## src/rtl/gpio_period_meter.sv

```systemverilog
// rtl/gpio_period_meter.sv - glitch-filtered GPIO square-wave period and high-time meter
`timescale 1ns/1ps
module gpio_period_meter #(
    parameter int CNT_W         = 24,
    parameter int FILTER_CYCLES = 4,
    parameter int TIMEOUT       = 10000000
) (
    input  logic             clk,
    input  logic             rst,
    input  logic             gpio_in,
    output logic [CNT_W-1:0] period,
    output logic [CNT_W-1:0] high_time,
    output logic             meas_valid,
    output logic             timeout
);

    localparam int STAB_W = (FILTER_CYCLES > 1) ? $clog2(FILTER_CYCLES) : 1;
    localparam logic [STAB_W-1:0] STAB_MAX = STAB_W'(FILTER_CYCLES - 1);
    localparam logic [CNT_W-1:0]  TMO      = CNT_W'(TIMEOUT);

    typedef enum logic {
        S_IDLE = 1'b0,
        S_MEAS = 1'b1
    } state_t;

    state_t             state;
    state_t             state_next;
    logic               sync1;
    logic               sync2;
    logic               filt;
    logic               filt_d;
    logic [STAB_W-1:0]  stab_cnt;
    logic [CNT_W-1:0]   cnt;
    logic [CNT_W-1:0]   hi_latch;
    logic               rise;
    logic               fall;
    logic               cnt_at_limit;
    logic [CNT_W-1:0]   period_next;
    logic [CNT_W-1:0]   high_next;
    logic               valid_next;
    logic               timeout_next;

    assign rise         = filt & ~filt_d;
    assign fall         = ~filt & filt_d;
    assign cnt_at_limit = (cnt == TMO);

    // A new level is accepted only after FILTER_CYCLES consecutive disagreeing samples.
    always_ff @(posedge clk) begin
        if (rst) begin
            sync1    <= 1'b0;
            sync2    <= 1'b0;
            filt     <= 1'b0;
            filt_d   <= 1'b0;
            stab_cnt <= '0;
            cnt      <= '0;
            hi_latch <= '0;
        end else begin
            sync1  <= gpio_in;
            sync2  <= sync1;
            filt_d <= filt;
            if (sync2 != filt) begin
                if (stab_cnt == STAB_MAX) begin
                    filt     <= sync2;
                    stab_cnt <= '0;
                end else begin
                    stab_cnt <= stab_cnt + STAB_W'(1);
                end
            end else begin
                stab_cnt <= '0;
            end

            // Saturating at TIMEOUT keeps a dead line from wrapping into a bogus period.
            if (rise) begin
                cnt <= CNT_W'(1);
            end else if (cnt < TMO) begin
                cnt <= cnt + CNT_W'(1);
            end

            if (fall) begin
                hi_latch <= cnt;
            end
        end
    end

    always_comb begin
        state_next   = state;
        period_next  = period;
        high_next    = high_time;
        valid_next   = 1'b0;
        timeout_next = timeout;
        case (state)
            S_IDLE: begin
                if (rise) begin
                    state_next   = S_MEAS;
                    timeout_next = 1'b0;
                end else if (cnt_at_limit) begin
                    timeout_next = 1'b1;
                end
            end
            S_MEAS: begin
                // A rise landing on the timeout cycle still counts as a measurement.
                if (rise) begin
                    period_next = cnt;
                    high_next   = hi_latch;
                    valid_next  = 1'b1;
                end else if (cnt_at_limit) begin
                    state_next   = S_IDLE;
                    timeout_next = 1'b1;
                end
            end
            default: begin
                state_next = S_IDLE;
            end
        endcase
    end

    always_ff @(posedge clk) begin
        if (rst) begin
            state      <= S_IDLE;
            period     <= '0;
            high_time  <= '0;
            meas_valid <= 1'b0;
            timeout    <= 1'b0;
        end else begin
            state      <= state_next;
            period     <= period_next;
            high_time  <= high_next;
            meas_valid <= valid_next;
            timeout    <= timeout_next;
        end
    end

endmodule

```

## config.mk

```make
export PLATFORM = sky130hd
export DESIGN_NAME = gpio_period_meter
export DESIGN_NICKNAME = d
export VERILOG_FILES = /design/src/rtl/gpio_period_meter.sv
export SDC_FILE = /design/constraint.sdc
export NUM_CORES = 1
export LEC_CHECK = 0
export ABC_AREA = 1
export BUFFER_PORTS_ARGS = -buffer_cell sky130_fd_sc_hd__clkbuf_2
export CAP_MARGIN = 40
export CORE_UTILIZATION = 30
export CTS_CLUSTER_SIZE = 10
export DETAILED_ROUTE_END_ITERATION = 10
export SLEW_MARGIN = 20
export SYNTH_ARGS = -nofsm -noshare
export SYNTH_HDL_FRONTEND = slang
export SYNTH_SLANG_ARGS = --single-unit
```

## constraint.sdc

```tcl
create_clock -name clk -period 1.81 [get_ports clk]
set_clock_uncertainty 0.2 [all_clocks]
set_input_delay 0.2715 -clock clk [delete_from_list [all_inputs] [get_ports clk]]
set_output_delay 0.2715 -clock clk [all_outputs]
set_load 0.02 [all_outputs]
```

==> results.toml <==
[cells_and_area]
antenna_cells = 0
nets = 689
synthToLayoutAreaGrowth_pct = 21.1
layout-drive-gt1-share_pct = 20.8
fill_cells = 1567

[run_status]
outcome = "finished, violations left"
violations = "design-rule violations"

[route]
viasPerCell = 4.72
first_pass_iters = 8
top_layer = "met4"
ant_nets = 0
detail_route.iter0.violations = 310
drc = 6
vias = 4112
drt_wl_total_mm = 11.7
wl_met2_mm = 5.61
route.met3.wl_um = 348
wl_per_cell_um = 13.4
wl_met1_mm = 5.42

[setup_path]
crit_type = "reg2reg"
rr_endpoint = "cnt[2]"
crit_path_start_kind = "register"
required_ps = 1850
r2r_start = "cnt[16]"
arrival_ps = 1710
critPathMaxFanout = 30
r2r_cells = 9
cp-end-kind = "register"
rrSetupSlack_ps = 140

[power_and_ir_drop]
powerDensity_nw_per_um2 = 807
vdd_ir_drop_max_mv = 0.470
power_leakage_uw = 0.00217
power_uw = 4450

[placement]
place_ws_ps = 69.7
port_buffers = 52
place_hpwl_mm = 8.38
globalplace.congestion = 0.909

[job]
timing.max_cap.violations = 0

[die]
rows = 44
die_w_um = 125
die_height_um = 125
ios = 53
core_area_sq_um = 14700
start_util_pct = 31.0
dieArea_sq_um = 15700

[min_path]
hold_path_end = "high_time[17]"
min_path_type = "in2reg"
hold_path_depth = 2
holdCritStartpoint = "rst"

[logic_synthesis]
yosys_warnings = 0
syn_nets = 630
syn_area_per_cell_sq_um = 7.31
synth_cell_type_count = 30
synth_top_cell_by_area = "dfxtp_1"
netlist_top_cells_count = "nand2_1 (155), dfxtp_1 (105), a21oi_1 (87)"
synth-seq-cells = 105
synth_edf_count = 0
synthTopCellsByArea = "dfxtp_1 (46%), nand2_1 (13%), a21oi_1 (9.5%)"
yosys.cell_count.top_type = "nand2_1"
yosysTopAreaCellShare_pct = 46.1
async_reset_ff_share_pct = 0
synthCells = 624
syn_area_sq_um = 4560
synthFlopType = "dfxtp_1"
yosysSeqAreaShare_pct = 46.1

[global_routing]
grt_pass1_wl_mm = 19.9
grt_overflow = 0
antenna_found_initial = 0
track_usage_pct = 16.1
grt_pass1_vias = 3896
grt_start_max_net_pins = 35

[sta]
setup_violations = 0
slew_headroom_pct = 69.2
hold_viol_final = 0
period_minus_slack_ps = 1670
rsz0062_at_grt = "false"
fin_ws_ps = 142
max_freq_mhz = 599
fin_setup_tns_ps = 0
final_max_slew_viol_count = 0
finalCritPeriodShare_pct = 92.2
tightest_slew_ps = 461

[clock_tree]
cts_buffers = 9
cts_tree = "yes"
cts.clk_slew.worst_paths_ps = 70
clk_path_buf_depth = 2
root_buffer = "clkbuf_16"
htreeDepth = 3
cts.sinks = 105
insertion_delay_ps = 350
[worst max-delay path, stage by stage, from the launching register on]
cell	delay [ps]
dfxtp_1	340
nor2_2	130
nand3_1	120
nor2_4	180
nand2_2	110
nand2_2	80
nor2_4	40
buf_12	150
a21oi_1	140
nor2_1	60
[metrics by stage]
stage | instance area, sq um | hold slack [ps] | cells | utilization (%)
6_report | 5520 | 111 | 872 | 37.6
5_1_grt | 5520 | 131 | 872 | 37.6
4_1_cts | 5510 | 113 | 872 | 37.5
3_5_place_dp | 5190 | 195 | 855 | 35.3
3_3_place_gp | 5190 | 202 | 855 | 35.3
2_1_floorplan | 4560 | 178 | 624 | -
[where the power goes]
part	switching (uW)	internal, uW	leakage, uW
Clock	842	1190	0.000159
Combinational	66.4	35.3	0.00117
Sequential	7.08	2320	0.000849
Total	916	3540	0.00217
[flip-flops by register name, indices dropped and copies added (netlist names)]
signal and cells:
filt 1, timeout 1, state 1, cnt 24
sync1 1, stab_cnt 2, period 24, meas_valid 1
high_time 24, hi_latch 24, filt_d 1, sync2 1
[layout make-up]
cell class | instances | area [sq um] | area share [%]
Clock buffer | 12 | 267 | 4.83
Clock inverter | 4 | 48.8 | 0.884
Inverter | 29 | 113 | 2.04
Multi-Input combinational cell | 447 | 2120 | 38.5
Sequential cell | 105 | 2110 | 38.2
Tap cell | 184 | 230 | 4.17
Timing Repair Buffer | 91 | 631 | 11.4
[cells by family (layout without fill, tap and decap cells)]
group           Yosys count  count (layout)  synth area share [%]
flops                   105             105                  46.1
fa+ha+maj                 3               3                 0.823
compound gates          115             115                  12.8
buf+inv                  72             136                  7.44
simple gates            322             322                  31.5
xor+xnor                  7               7                  1.34
[worst max-delay path by stage]
stage                 start       to  slack [ps]  depth (start not counted)
detailed placement  cnt[10]   cnt[7]          70                         10
finish              cnt[16]   cnt[2]         140                          9
global placement     cnt[8]   cnt[2]           6                         10
CTS                 cnt[10]   cnt[7]          60                         10
global route         cnt[6]  cnt[16]           5                          7
floorplan            cnt[0]  cnt[16]         100                          8
[metal layers]
| metal | vias up | global-route usage [%] |
|---|---|---|
| met2 | 77 | 27.0 |
| met3 | 17 | 2.27 |
| met1 | 1880 | 20.3 |
| met4 | 0 | 7.75 |
| li1 | 2138 | - |
| met5 | - | 0 |
[placed cells by master, fill, tap and decap left out, types with 2 or more instances in the layout]
master | synthesis | routed
a21oi_1 | 87 | 87
buf_12 | 0 | 6
buf_4 | 3 | 32
clkbuf_16 | 0 | 9
clkbuf_2 | 0 | 52
clkbuf_8 | 0 | 3
clkinv_2 | 1 | 3
dfxtp_1 | 105 | 99
dfxtp_2 | 0 | 6
ha_1 | 3 | 3
inv_1 | 26 | 25
inv_2 | 1 | 2
nand2_1 | 155 | 155
nand2_2 | 7 | 7
nand3_1 | 59 | 59
nand3_2 | 5 | 5
nand3b_1 | 5 | 5
nand4_1 | 4 | 4
nor2_1 | 74 | 72
nor2_2 | 3 | 5
nor2_4 | 6 | 6
o21ai_0 | 26 | 26
xnor2_1 | 2 | 2
xor2_1 | 5 | 5
[repair_timing]
action                                  CTS  global route
endpoints found under the setup margin    0            24
setup buffers                             0             0
hold buffers                              1             0
hold endpoints to repair                  1             0
resized for setup                         0             8
No activity file was read; power rests on OpenSTA's default activity.
